$ cat config.mk
export PLATFORM = sky130hd
export DESIGN_NAME = rob_retire
export DESIGN_NICKNAME = d
export VERILOG_FILES = /design/src/rtl/rob_retire.sv
export SDC_FILE = /design/constraint.sdc
export NUM_CORES = 1
export LEC_CHECK = 0
export CORE_ASPECT_RATIO = 1.1
export CORE_MARGIN = 2
export CORE_UTILIZATION = 35
export DETAILED_ROUTE_END_ITERATION = 10
export GPL_TIMING_DRIVEN = 0
export SLEW_MARGIN = 40
export SYNTH_ARGS = -nofsm -noshare
export SYNTH_HDL_FRONTEND = slang
export SYNTH_SLANG_ARGS = --single-unit
$ cat constraint.sdc
create_clock -name clk -period 2.9 [get_ports clk]
set_clock_uncertainty 0.1 [all_clocks]
set_input_delay 0.435 -clock clk [delete_from_list [all_inputs] [get_ports clk]]
set_output_delay 0.435 -clock clk [all_outputs]
set_load 0.01 [all_outputs]
$ cat src/rtl/rob_retire.sv
// rtl/rob_retire.sv - in-order reorder buffer and retire stage
//
// Purpose: holds dispatched instructions in program order and records their
// completion. It retires the head entry once that entry is complete. On
// retire it sends the result to the register file and releases the
// superseded physical register back to the free pool.
//
// Optional feature: define ROB_FLUSH_EN to add the `flush` input. Flush
// discards every entry; reclaiming P-regs on a flush is done by rename.
//
// Ports:
//   clk, reset                  rising-edge clock, synchronous active-high reset
//   flush                       (ROB_FLUSH_EN only) discard all entries
//   alloc_valid / alloc_ready   dispatch handshake; ready = not full
//   alloc_has_rd/rd/pd/old_pd   destination info of the dispatched instruction
//   alloc_idx                   ROB index given to the dispatched instruction (tail)
//   cmpl_valid/idx/data         functional-unit completion
//   retire_valid/we/rd/pd/data  registered retire strobe and register-file write
//   free_valid / free_preg      registered release of old_pd to the free pool
//   count / empty               occupancy
module rob_retire #(
    parameter int DEPTH  = 16,
    parameter int IDX_W  = 4,
    parameter int AREG_W = 5,
    parameter int PREG_W = 6,
    parameter int DATA_W = 32
) (
    input  logic              clk,
    input  logic              reset,
`ifdef ROB_FLUSH_EN
    input  logic              flush,
`endif
    input  logic              alloc_valid,
    output logic              alloc_ready,
    input  logic              alloc_has_rd,
    input  logic [AREG_W-1:0] alloc_rd,
    input  logic [PREG_W-1:0] alloc_pd,
    input  logic [PREG_W-1:0] alloc_old_pd,
    output logic [IDX_W-1:0]  alloc_idx,
    input  logic              cmpl_valid,
    input  logic [IDX_W-1:0]  cmpl_idx,
    input  logic [DATA_W-1:0] cmpl_data,
    output logic              retire_valid,
    output logic              retire_we,
    output logic [AREG_W-1:0] retire_rd,
    output logic [PREG_W-1:0] retire_pd,
    output logic [DATA_W-1:0] retire_data,
    output logic              free_valid,
    output logic [PREG_W-1:0] free_preg,
    output logic [IDX_W:0]    count,
    output logic              empty
);

    localparam logic [IDX_W:0] COUNT_FULL = (IDX_W+1)'(DEPTH);

    logic [DEPTH-1:0]  ent_valid;
    logic [DEPTH-1:0]  ent_complete;
    logic [DEPTH-1:0]  ent_has_rd;
    logic [AREG_W-1:0] ent_rd     [DEPTH];
    logic [PREG_W-1:0] ent_pd     [DEPTH];
    logic [PREG_W-1:0] ent_old_pd [DEPTH];
    logic [DATA_W-1:0] ent_data   [DEPTH];

    logic [IDX_W-1:0] head;
    logic [IDX_W-1:0] tail;

    logic alloc_fire;
    logic retire_fire;
    logic cmpl_hit;
    logic flush_req;

`ifdef ROB_FLUSH_EN
    assign flush_req = flush;
`else
    assign flush_req = 1'b0;
`endif

    // No bypass when full: a slot freed by this edge's retire is only
    // offered to dispatch on the following cycle.
    assign alloc_ready = (count != COUNT_FULL);
    assign alloc_fire  = alloc_valid && alloc_ready;
    assign alloc_idx   = tail;
    assign empty       = (count == '0);

    // Completion is qualified by the pre-edge valid bit. A completion aimed
    // at the slot being allocated on the same edge is therefore dropped.
    assign cmpl_hit    = cmpl_valid && ent_valid[cmpl_idx];
    assign retire_fire = ent_valid[head] && ent_complete[head];

    // Control state and registered retire outputs.
    always_ff @(posedge clk) begin
        if (reset) begin
            head         <= '0;
            tail         <= '0;
            count        <= '0;
            ent_valid    <= '0;
            ent_complete <= '0;
            retire_valid <= 1'b0;
            retire_we    <= 1'b0;
            retire_rd    <= '0;
            retire_pd    <= '0;
            retire_data  <= '0;
            free_valid   <= 1'b0;
            free_preg    <= '0;
        end else if (flush_req) begin
            head         <= '0;
            tail         <= '0;
            count        <= '0;
            ent_valid    <= '0;
            ent_complete <= '0;
            retire_valid <= 1'b0;
            retire_we    <= 1'b0;
            free_valid   <= 1'b0;
        end else begin
            retire_valid <= retire_fire;
            retire_we    <= retire_fire && ent_has_rd[head];
            free_valid   <= retire_fire && ent_has_rd[head];

            if (cmpl_hit) begin
                ent_complete[cmpl_idx] <= 1'b1;
            end

            // The retire slot and the alloc slot cannot coincide: equal
            // pointers mean the ROB is either empty (nothing retires) or
            // full (nothing allocates).
            if (retire_fire) begin
                ent_valid[head] <= 1'b0;
                retire_rd       <= ent_rd[head];
                retire_pd       <= ent_pd[head];
                retire_data     <= ent_data[head];
                free_preg       <= ent_old_pd[head];
                head            <= head + 1'b1;
            end

            if (alloc_fire) begin
                ent_valid[tail]    <= 1'b1;
                ent_complete[tail] <= 1'b0;
                tail               <= tail + 1'b1;
            end

            case ({alloc_fire, retire_fire})
                2'b10:   count <= count + 1'b1;
                2'b01:   count <= count - 1'b1;
                default: count <= count;
            endcase
        end
    end

    // Entry payload. It needs no reset because the valid bits gate every use.
    always_ff @(posedge clk) begin
        if (alloc_fire) begin
            ent_has_rd[tail] <= alloc_has_rd;
            ent_rd[tail]     <= alloc_rd;
            ent_pd[tail]     <= alloc_pd;
            ent_old_pd[tail] <= alloc_old_pd;
        end
        if (cmpl_hit) begin
            ent_data[cmpl_idx] <= cmpl_data;
        end
    end

endmodule
Yosys cells after proc, flatten, opt, wreduce, memory -nomap -nowiden:

Memory sizes are Yosys's and may differ from the RTL's. A register that Yosys moved wholly into a read port is not among the register bits.
Index checks and enable logic that the tools add are counted.
W data, S select, Z words.

* word-level logic and storage cells: 66
* register bits after elaboration: 63
* memories: 4
* output and inout bits: 63
* RAM bits: 784
* bits of input ports: 58

* equality and inequality tests: 3
* muxes and demuxes: 26
* order comparisons: 6
* reductions and logical operators: 9
* bitwise logic cells: 6
* add/subtract/negate cells: 4

Memories
* ent_data: depth 16, width 32, read ports 1, clocked after Yosys merged registers in 1, wr ports 1, RTL line 62 `logic [DATA_W-1:0] ent_data [DEPTH];`
* ent_old_pd: depth 16, width 6, read ports 1, clocked after Yosys merged registers in 1, wr ports 1, RTL line 61 `logic [PREG_W-1:0] ent_old_pd [DEPTH];`
* ent_pd: depth 16, width 6, read ports 1, clocked after Yosys merged registers in 1, wr ports 1, RTL line 60 `logic [PREG_W-1:0] ent_pd [DEPTH];`
* ent_rd: depth 16, width 5, read ports 1, clocked after Yosys merged registers in 1, wr ports 1, RTL line 59 `logic [AREG_W-1:0] ent_rd [DEPTH];`

Operators by type and width (count)
* $mux W16: 6
* $and A16 B16 Y16: 2
* $not A16 Y16: 2
* $or A16 B16 Y16: 2
* $bmux W1 S4: 4
* $bwmux W16: 1
* $lt A4 B5 Y1 const B: 3
* $demux W1 S4: 3
* $ge A4 B1 Y1 const B: 3
* $mux W1: 11
* $pmux W5 S2: 1
* $add A4 B1 Y4 const B: 2
* $logic_and A1 B1 Y1: 7
* $add A5 B1 Y5 const B: 1
* $logic_not A5 Y1: 1
* $ne A5 B5 Y1 const B: 1
* $sub A5 B1 Y5 const B: 1
* $eq A2 B1 Y1 const B: 1
* $eq A2 B2 Y1 const B: 1
* $reduce_bool A2 Y1: 1

Depth between registers and ports, before layout:

Gate-level depths: netlist of the first run.

* word-level depth: 10
* mapped depth: 15

Worst setup path after synthesis of the first run:

OpenSTA, ideal clock, no wires.

* path type: register to register
* start point: register head[1]
* end point: register count[4]
* data required time: 2.672 ns
* stages on the path, launching flop included: 15
* period minus slack after synthesis: 3.228 ns
* arrival: 3.001 ns
* path buffers: 1
* setup slack: -0.328 ns
* cell sequence: dfxtp_1 mux4_2 nor3b_2 o221a_1 buf_4 nor2_1 inv_1 ha_1 xor2_1 ha_1 a21boi_0 o211ai_1 a211oi_1 xor2_1 nor2_1

* cells in the longest elaborated chain, start to end: 5

Ends and longest elaborated chain
* from (decl): RTL line 64 `logic [IDX_W-1:0] head;`
* from (signal assigned): RTL line 132 `head <= head + 1'b1;`
* $bmux W1 S4: RTL line 88 `assign retire_fire = ent_valid[head] && ent_complete[head];`
* $mux W1 (implied by the code): RTL line 88
* $logic_and A1 B1 Y1 (*): RTL line 88
* via retire_fire: RTL line 68 `logic retire_fire;`
* $eq A2 B1 Y1 / $eq A2 B2 Y1 (equally long branches): RTL line 141 `case ({alloc_fire, retire_fire})`
* $pmux W5 S2 / $reduce_bool A2 Y1 (equally long branches)
* to (signal assigned): RTL line 142 `2'b10: count <= count + 1'b1;`
* to (signal assigned): RTL line 143 `2'b01: count <= count - 1'b1;`
* to (signal assigned): RTL line 144 `default: count <= count;`
* to (decl): RTL line 50 `output logic [IDX_W:0] count,`

Mark *: on every way through the listed nets, which the timed path passes. The rest lies on a longest branch. The select of a mux whose other input is x is not followed.
A chain may end at the register's enable or synchronous reset.

Final worst setup path of the first run:

Same ends and word-level chain as after synthesis.

==> Implementation_results.wiki, run 1 <==
{| class="wikitable"
! Metric !! Value
|-
| Result of the run || finished with violations
|-
| Violations in the final reports || setup timing
|-
| Syn-to-layout area delta || 21.5%
|-
| Core ar. || 97,300 um2
|-
| Share of the clock period used by the worst path after layout || 107%
|-
| RSZ-0062 raised after global routing || true
|-
| First-pass DRT Iterations || 7
|-
| Die area || 101,000 um2
|-
| Setup violation total in the final timing report || 3
|-
| Number of ports placed on the die boundary || 121
|-
| Achievable clock frequency || 0.322 GHz
|-
| Congestion Overflow GR || 0
|-
| Final TNS setup || -0.470 ns
|-
| Area of the multi-input gates || 8140 um2
|-
| CP endpoint kind || flop
|-
| Post-synthesis cell area || 34,400 um2
|-
| Average routed wire per standard cell || 27.1 um
|-
| Measured slew at the worst slew-check pin || 0.848 ns
|-
| Wire length of the first global-routing pass || 132,000 um
|-
| Initial DRC count || 2,134
|-
| Routability cong. || 0.826
|-
| Relative slew slack || 43.5%
|-
| Count of flip-flops with a built-in enable after synthesis || 800
|-
| Number of global-route vias before repair || 19.1k
|-
| Worst vdd ir || 0.393 mV
|-
| Die H || 333 um
|-
| Die width || 303 um
|-
| Hold path startpoint || reset
|-
| Gr usage total || 18.2%
|-
| Num Clock Sinks || 896
|-
| Critical path class || reg -> reg
|-
| Sequential cell area fraction in the yosys report || 75.5%
|-
| Initial antenna violation count || 6
|-
| Clock-pin slew on the worst setup and hold paths || 0.07 ns
|-
| Floorplan row count || 120
|-
| Minimum clock period || 3.10 ns
|-
| CTS H-Tree Depth || 3
|-
| Number of warnings reported in the yosys synthesis log || 0
|-
| Detailed Place HPWL || 63,100 um
|-
| Number of remaining DRC errors || 0
|-
| Num CTS Buffers || 85
|-
| Post-Syn Instances || 1,754
|-
| Final antenna-violating net count || 0
|-
| Number of port buffers || 117
|-
| Clock tree from TritonCTS || built
|-
| Mean number of vias per cell || 5.40
|-
| Filler cell count in the final layout || 8,349
|-
| Worst-skew pair later-pin latency || 0.65 ns
|-
| Worst Path Max Fanout || 4
|-
| Path category of the worst min-delay check || in -> reg
|-
| FF+latch count, synth || 896
|-
| Most frequently used flop master after synthesis || edfxtp_1
|-
| Maximum number of pins on one net before global-route repair || 20
|-
| Launch point of the worst path || head[1]$_SDFFE_PP0N_
|-
| Worst Path Required || 3.31 ns
|-
| Endpoints failing hold || 0
|-
| Mapped Avg Cell Area || 19.6 um2
|-
| Ys async rst share || 0%
|-
| Count of different cell masters after synthesis || 46
|-
| R2r startpoint || head[1]$_SDFFE_PP0N_
|-
| Arrival time of the worst setup path || 3.52 ns
|-
| Leakage dissipation || 13.0 nW
|-
| FF+latch area || 25,900 um2
|-
| Clk root buf || clkbuf_16
|-
| Setup WS post-layout || -0.202 ns
|-
| Nets in the synthesized netlist || 1,824
|-
| Worst hold slack || 0.194 ns
|-
| Post-detailed-routing wire length || 91,500 um
|-
| Final Slew Violations || 0
|-
| Buffer depth of the longest clock path || 3
|-
| Number of nets in the layout || 2,094
|-
| Ratio of cells with drive above 1 in the final layout || 26.5%
|-
| Type of origin of the critical path || flop
|-
| Number of max-capacitance violations reported || 0
|-
| Detailed-route via count || 18.2k
|-
| Quantity of hold-fixing buffers added after cts || 0
|-
| Initial standard-cell utilization of the core || 35.3%
|-
| Areal power density over the cells || 634 nW/um2
|}
[sequential cells by signal, summed over array words and instances (netlist names), 4 cells and up]
register and cells:
ent_data 512, ent_old_pd 96, ent_pd 96, ent_rd 80, retire_data 32, ent_complete 16
ent_has_rd 16, ent_valid 16, free_preg 6, retire_pd 6, count 5, retire_rd 5
alloc_idx 4, head 4
[cells by family (layout without fill, tap and decap cells)]
logic type / Yosys count / after routing / synth area share [%]
flip-flops: 896 / 896 / 75.5
AO/OA/AOI/OAI: 257 / 257 / 4.97
AND/OR/NAND/NOR: 241 / 241 / 3.24
multiplexers: 215 / 215 / 13.9
buffers and inverters: 126 / 465 / 1.73
adder cells (fa/ha/maj): 12 / 12 / 0.437
XOR/XNOR: 7 / 7 / 0.178
other: 0 / 2 / 0
[stage by stage]
stage | utilization, % | cell area, um2 | instances | setup slack, ns | power [mW]
final | 42.9 | 41800 | 3376 | -0.202 | 26.5
after global routing | 42.9 | 41800 | 3375 | -0.306 | 27.2
after CTS | 42.9 | 41700 | 3371 | -0.253 | 26.7
after detailed placement | 39.7 | 38600 | 3206 | -0.731 | 14.9
after global placement | 38.2 | 37200 | 3152 | -2.53 | 14.8
after floorplan | - | 34400 | 1754 | -0.206 | 14.6
[cell type report]
class	count	share of cell area (%)
inverter	15	0.156
buffer	108	1.33
clock buffer	107	5.54
sequential	896	62.1
clock inverter	49	1.57
antenna	2	0.0120
timing repair buffer	186	5.95
tap	1281	3.84
multi-input combinational	732	19.5
[cell usage after synthesis, drive strengths merged, types with 4 or more instances]
library cell	instances	area (um2)
a21bo	7	70.1
a21boi	12	90.1
a21oi	63	315
a22oi	99	743
buf	61	350
clkbuf	50	188
dfxtp	96	1920
edfxtp	800	24000
ha	12	150
inv	15	56.3
mux4	211	4750
nand2	74	278
nand3	57	285
nand3b	5	37.5
nand4	5	31.3
nor2	53	199
nor2b	9	56.3
nor3	23	115
nor3b	4	35.0
o21ai	55	275
o21ba	9	90.1
xor2	5	43.8
[power by group]
part | total, mW | switching, mW | leakage (nW) | internal (mW)
registers | 14.1 | 0.0273 | 7.98 | 14.1
clock network | 11.8 | 4.81 | 1.45 | 7.01
logic | 0.513 | 0.330 | 3.52 | 0.183
[routing by layer]
| layer | vias up | share of wire (%) | global-route usage, % |
|---|---|---|---|
| met5 | - | 0.038 | 0 |
| met4 | 6 | 3.4 | 7.19 |
| met3 | 199 | 6.3 | 3.19 |
| met2 | 679 | 53 | 32.2 |
| met1 | 9608 | 37 | 21.8 |
| li1 | 7738 | - | - |
[timing repair]
item                       CTS  global route
setup buffers                9             6
pin swaps                    6             5
gates resized for setup     25             8
setup endpoints to repair  132            35
[worst max-delay path, cell delays in order (launching register included)]
cell      delay (ns)
dfxtp_4         0.36
mux4_2          0.51
nor3b_4         0.17
o221a_4         0.29
nor2_4          0.16
inv_2           0.07
ha_4            0.17
xor2_1          0.15
ha_2            0.20
buf_4           0.14
o2111a_1        0.24
a211oi_2        0.18
xor2_1          0.16
nor2_1          0.05
[path summary, 6_finish.rpt]
kind / slack (ns) / cells after the start / end
worst max register to register: -0.20 / 13 / count[4]$_SDFFE_PP0P_
worst min register to register: 0.37 / 2 / retire_data[25]$_SDFFE_PP0N_
worst max-delay path: -0.20 / 13 / count[4]$_SDFFE_PP0P_
worst min-delay path: 0.19 / 3 / head[2]$_SDFFE_PP0N_
[cells in the final DEF (no fill, tap or decap), drive strengths merged, types with 2 or more instances in the layout]
master / instances
edfxtp: 800
mux4: 211
clkbuf: 155
buf: 129
clkdlybuf4s50: 117
a22oi: 99
dfxtp: 96
nand2: 74
a21oi: 63
nand3: 57
o21ai: 55
nor2: 53
clkinv: 29
nor3: 23
inv: 17
bufinv: 15
ha: 12
a21boi: 12
nor2b: 9
o21ba: 9
a21bo: 7
xor2: 5
nand4: 5
nand3b: 5
nor3b: 4
nand2b: 3
or3: 3
mux2i: 3
clkinvlp: 3
or3b: 3
diode: 2
a211oi: 2
xnor2: 2
o211ai: 2
(Power assumes the default switching activity.)
==> run 2: changes to the inputs <==
MAX_ROUTING_LAYER = met4   (was default)
==> Implementation_results.wiki, run 2 (synthesis gave the netlist of run 1 again) <==
{| class="wikitable"
! Metric !! Value
|-
| Top layer used by detailed routing || met4
|-
| Worst Path Required || 3.32 ns
|-
| Final antenna-violating net count || 0
|-
| Detailed route wirelength on metal2 || 49,000 um
|-
| Share of the clock period used by the worst path after layout || 107%
|-
| Number of remaining DRC errors || 0
|-
| Most common cell after layout, fill and taps aside || edfxtp_1
|-
| Detailed Place HPWL || 63,100 um
|-
| CTS H-Tree Depth || 3
|-
| Number of ports placed on the die boundary || 121
|-
| Number of max-capacitance violations reported || 0
|-
| Wire length on met1 || 33,800 um
|-
| Path category of the worst min-delay check || in -> reg
|-
| Clock network fraction of total power || 44.7%
|-
| Initial standard-cell utilization of the core || 35.3%
|-
| Critical path class || reg -> reg
|-
| Result of the run || finished with violations
|-
| Core ar. || 97,300 um2
|-
| Congestion Overflow GR || 0
|-
| Detailed-route via count || 18.3k
|-
| Net load switching power || 5.17 mW
|-
| Areal power density over the cells || 634 nW/um2
|-
| Quantity of hold-fixing buffers added after cts || 0
|-
| Buffer depth of the longest clock path || 3
|-
| Clk root buf || clkbuf_16
|-
| Worst vdd ir || 0.397 mV
|-
| Violations in the final reports || setup timing
|-
| RSZ-0062 raised after global routing || true
|-
| Clock tree from TritonCTS || built
|-
| Worst Path Max Fanout || 4
|-
| Num CTS Buffers || 85
|-
| CP endpoint kind || flop
|-
| Wire length of the first global-routing pass || 132,000 um
|-
| Number of port buffers || 117
|-
| Internal power component || 21.3 mW
|-
| Final instance area || 41,800 um2
|-
| Maximum number of pins on one net before global-route repair || 20
|-
| Final Slew Violations || 0
|-
| Initial DRC count || 2,195
|-
| Number of global-route vias before repair || 19.1k
|-
| Switching Share || 19.5%
|-
| Die area || 101,000 um2
|-
| Mean number of vias per cell || 5.42
|-
| Num Clock Sinks || 896
|-
| Setup violation total in the final timing report || 3
|-
| Setup WS post-layout || -0.203 ns
|-
| Final TNS setup || -0.476 ns
|-
| Post-detailed-routing wire length || 91,500 um
|-
| Endpoints failing hold || 0
|-
| Die width || 303 um
|-
| Average routed wire per standard cell || 27.1 um
|-
| Ratio of cells with drive above 1 in the final layout || 26.5%
|-
| Pre-CTS setup slack || -0.731 ns
|-
| Power share of the sequential group || 53.4%
|-
| Gr usage total || 18.7%
|-
| Number of nets in the layout || 2,094
|-
| Number of flip-flops under the largest register name || 512
|-
| Part of the power in combinational logic || 1.9%
|-
| Minimum clock period || 3.10 ns
|-
| DP Area || 38,600 um2
|-
| Syn-to-layout area delta || 21.6%
|-
| Core Util, Final || 42.9%
|-
| Relative slew slack || 42.4%
|-
| Initial antenna violation count || 6
|-
| Leading cell types in the layout, fill and taps excluded || 800 x edfxtp_1, 211 x mux4_2, 117 x clkdlybuf4s50_1
|-
| Floorplan row count || 120
|-
| Filler cell count in the final layout || 8,348
|-
| Arrival time of the worst setup path || 3.52 ns
|-
| Worst-skew pair later-pin latency || 0.65 ns
|-
| Type of origin of the critical path || flop
|-
| Achievable clock frequency || 0.322 GHz
|-
| Measured slew at the worst slew-check pin || 0.864 ns
|-
| Worst hold slack || 0.181 ns
|-
| Met3 wirelength from detailed routing || 5730 um
|-
| Leading registers by flop count || ent_data (512), ent_old_pd (96), ent_pd (96)
|-
| First-pass DRT Iterations || 6
|-
| Largest reg by FF count || ent_data
|-
| Routability cong. || 0.838
|-
| Die H || 333 um
|-
| Clock-pin slew on the worst setup and hold paths || 0.07 ns
|-
| Leakage dissipation || 13.0 nW
|}
run 2: cell count changes in the layout (fill, tap and decap cells not counted):
cell     before  now
diode_2       2    5
run 2: worst paths after layout:
kind | startpoint | to | slack [ns] | depth (start not counted)
max | head[1]$_SDFFE_PP0N_ | count[4]$_SDFFE_PP0P_ | -0.20 | 13
min | reset | head[2]$_SDFFE_PP0N_ | 0.18 | 3
max reg2reg | head[1]$_SDFFE_PP0N_ | count[4]$_SDFFE_PP0P_ | -0.20 | 13
min reg2reg | retire_data[25]$_SDFFE_PP0N_ | retire_data[25]$_SDFFE_PP0N_ | 0.37 | 2
run 2: metrics by stage:
step                      total power, mW  std cells
after floorplan                      14.6       1754
after CTS                            26.7       3371
after detailed placement             14.9       3206
after global placement               14.8       3152
after global routing                 27.2       3378
final                                26.5       3379
run 2: layer usage:
layer	GRT usage (%)	vias up
met5	-	-
met4	7.00	0
met3	3.13	178
met2	32.3	711
met1	21.8	9671
li1	-	7749
run 2: worst max-delay path, cell delays in order (launching register included):
cell      delay (ns)
dfxtp_4         0.36
mux4_2          0.51
nor3b_4         0.17
o221a_4         0.29
nor2_4          0.17
inv_2           0.07
ha_4            0.17
xor2_1          0.15
ha_2            0.20
buf_4           0.14
o2111a_1        0.24
a211oi_2        0.18
xor2_1          0.16
nor2_1          0.05
run 2: area by class of cell:
cell class	count	area, um2	area share [%]
diodes	5	12.5	0.0299
plain buffers	108	554	1.33
clock buffers	107	2310	5.53
clock inverters	49	656	1.57
inverters	15	65.1	0.156
multi-input cells	732	8140	19.5
flip-flops and latches	896	25900	62.1
well taps	1281	1600	3.84
repair buffers	186	2480	5.95
run 2: what timing repair did:
item,in CTS,in global routing
cloned,0,0
buffers inserted,9,6
resized for setup,25,8
pin swaps,6,5
endpoints found under the setup margin,132,34
hold endpoints to repair,0,0
run 2: power groups by stage:
stage | Sequential [mW] | Combinational, mW | Clock, mW
6_report | 14.1 | 0.513 | 11.8
2_1_floorplan | 14.4 | 0.157 | 0
3_5_place_dp | 14.4 | 0.506 | 0
3_3_place_gp | 14.4 | 0.443 | 0
4_1_cts | 14.1 | 0.514 | 12.0
5_1_grt | 14.1 | 0.552 | 12.5
==> run 3: changes to the inputs <==
SKIP_LAST_GASP = 1   (was default)
==> Implementation_results.wiki, run 3 (synthesis gave the netlist of run 1 again) <==
{| class="wikitable"
! Metric !! Value
|-
| Clk root buf || clkbuf_16
|-
| R2r startpoint || head[1]$_SDFFE_PP0N_
|-
| Measured slew at the worst slew-check pin || 0.847 ns
|-
| Instance count after placement with tap cells included || 3,206
|-
| Die H || 333 um
|-
| Largest reg by FF count || ent_data
|-
| Number of max-capacitance violations reported || 0
|-
| Type of origin of the critical path || flop
|-
| Congestion Overflow GR || 0
|-
| Routability cong. || 0.838
|-
| Initial antenna violation count || 6
|-
| Result of the run || finished with violations
|-
| Worst path cell trace || mux4_2 -> nor3b_4 -> o221a_4 -> nor2_4 -> inv_2 -> ha_4 -> xor2_1 -> ha_2 -> buf_4 -> o2111a_1 -> a211oi_2 -> xor2_1 -> nor2_1
|-
| Syn-to-layout area delta || 21.6%
|-
| Violations in the final reports || setup timing
|-
| Core Util, Final || 42.9%
|-
| Worst vdd ir || 0.394 mV
|-
| Endpoint of the most critical register-to-register path || count[4]$_SDFFE_PP0P_
|-
| Gr usage total || 18.7%
|-
| Leading registers by flop count || ent_data (512), ent_old_pd (96), ent_pd (96)
|-
| Standard cell with the maximum stage delay on the critical path || mux4_2
|-
| Number of flip-flops under the largest register name || 512
|-
| Launch point of the worst path || head[1]$_SDFFE_PP0N_
|-
| Post-detailed-routing wire length || 91,500 um
|-
| Crit. path cell count || 13
|-
| Minimum setup slack among reg-to-reg paths || -0.20 ns
|-
| Setup violation total in the final timing report || 3
|-
| Floorplan row count || 120
|-
| Pre-CTS setup slack || -0.731 ns
|-
| Worst-skew pair later-pin latency || 0.65 ns
|-
| Detailed-route via count || 18.3k
|-
| Endpoints failing hold || 0
|-
| Buffer depth of the longest clock path || 3
|-
| Leakage dissipation || 13.0 nW
|-
| Arrival time of the worst setup path || 3.51 ns
|-
| Worst path top cell family by delay || compound AO/OA/AOI/OAI gates
|-
| Final TNS setup || -0.461 ns
|-
| Wire length of the first global-routing pass || 132,000 um
|-
| Number of global-route vias before repair || 19.1k
|-
| Worst hold slack || 0.209 ns
|-
| Mean number of vias per cell || 5.42
|-
| CP endpoint kind || flop
|-
| Final instance area || 41,800 um2
|-
| Delay of the slowest critical-path stage || 0.51 ns
|-
| First-pass DRT Iterations || 7
|-
| Clock tree from TritonCTS || built
|-
| Ratio of cells with drive above 1 in the final layout || 26.4%
|-
| RSZ-0062 raised after global routing || true
|-
| Final antenna-violating net count || 0
|-
| Path category of the worst min-delay check || in -> reg
|-
| Number of remaining DRC errors || 0
|-
| Worst Path Max Fanout || 4
|-
| Capturing element of the worst setup path || count[4]$_SDFFE_PP0P_
|-
| Initial standard-cell utilization of the core || 35.3%
|-
| Num Clock Sinks || 896
|-
| Relative slew slack || 43.5%
|-
| Die area || 101,000 um2
|-
| Initial DRC count || 2,091
|-
| Areal power density over the cells || 634 nW/um2
|-
| Clock-pin slew on the worst setup and hold paths || 0.07 ns
|-
| Maximum number of pins on one net before global-route repair || 20
|-
| Final cell count without fillers || 3,379
|-
| Core ar. || 97,300 um2
|-
| Leading cell types in the layout, fill and taps excluded || 800 x edfxtp_1, 211 x mux4_2, 117 x clkdlybuf4s50_1
|-
| Detailed Place HPWL || 63,100 um
|-
| Achievable clock frequency || 0.323 GHz
|-
| CTS H-Tree Depth || 3
|-
| Most frequent cell on the critical path || xor2_1
|-
| DP Area || 38,600 um2
|-
| Share of the clock period used by the worst path after layout || 107%
|-
| Average routed wire per standard cell || 27.1 um
|-
| Worst Path Required || 3.32 ns
|-
| Critical path class || reg -> reg
|-
| Minimum clock period || 3.10 ns
|-
| Die width || 303 um
|-
| Num CTS Buffers || 85
|-
| Setup WS post-layout || -0.197 ns
|-
| Number of ports placed on the die boundary || 121
|-
| Final Slew Violations || 0
|-
| Buffers and inverters on the worst path || 2
|-
| Number of nets in the layout || 2,094
|-
| Filler cell count in the final layout || 8,350
|-
| Most common cell after layout, fill and taps aside || edfxtp_1
|-
| Path depth of the worst reg2reg path || 13
|-
| Number of port buffers || 117
|-
| Total power || 26.5 mW
|}
==> run 3: final cells by class <==
class | count | area [um2] | area share (%)
Multi-Input combinational cell | 732 | 8140 | 19.5
Tap cell | 1281 | 1600 | 3.84
Clock inverter | 49 | 656 | 1.57
Timing Repair Buffer | 186 | 2480 | 5.95
Inverter | 15 | 65.1 | 0.156
Buffer | 108 | 551 | 1.32
Sequential cell | 896 | 25900 | 62.1
Clock buffer | 107 | 2310 | 5.54
Antenna cell | 5 | 12.5 | 0.0300
==> run 3: where the power goes <==
part	internal, mW	total [mW]	switching, mW
Clock	7.01	11.8	4.83
Sequential	14.1	14.1	0.0277
Combinational	0.183	0.512	0.329
Total	21.3	26.5	5.18
==> run 3: routing by layer <==
layer	wire length (um)	vias up	part of all wire, %	track usage (%)
met1	33900	9700	37	21.8
met4	2930	0	3.2	7.00
met5	0	-	0	-
met3	5820	189	6.4	3.13
li1	-	7744	-	-
met2	48900	680	53	32.3
==> run 3: worst reg2reg max path, cell delays in order, from the launching register on <==
cell and delay (ns):
dfxtp_4 0.36, mux4_2 0.51, nor3b_4 0.17, o221a_4 0.29
nor2_4 0.16, inv_2 0.07, ha_4 0.17, xor2_1 0.15
ha_2 0.20, buf_4 0.14, o2111a_1 0.24, a211oi_2 0.17
xor2_1 0.16, nor2_1 0.05
==> run 3: worst min path at each step <==
stage                                start                     endpoint  slack [ns]  cells after the start
2_1_floorplan  ent_complete[10]$_SDFF_PP0_  ent_complete[10]$_SDFF_PP0_        0.37                      2
3_3_place_gp   retire_data[3]$_SDFFE_PP0N_  retire_data[3]$_SDFFE_PP0N_        0.35                      2
3_5_place_dp   retire_data[3]$_SDFFE_PP0N_  retire_data[3]$_SDFFE_PP0N_        0.36                      2
4_1_cts                              reset         head[2]$_SDFFE_PP0N_        0.15                      3
5_1_grt                              reset         head[2]$_SDFFE_PP0N_        0.19                      3
6_report                             reset         head[2]$_SDFFE_PP0N_        0.21                      3
==> run 3: what timing repair did <==
action,CTS,global route
setup buffers,9,6
setup endpoints to repair,132,34
pin swaps,6,5
hold buffers,0,0
gates resized for setup,24,7
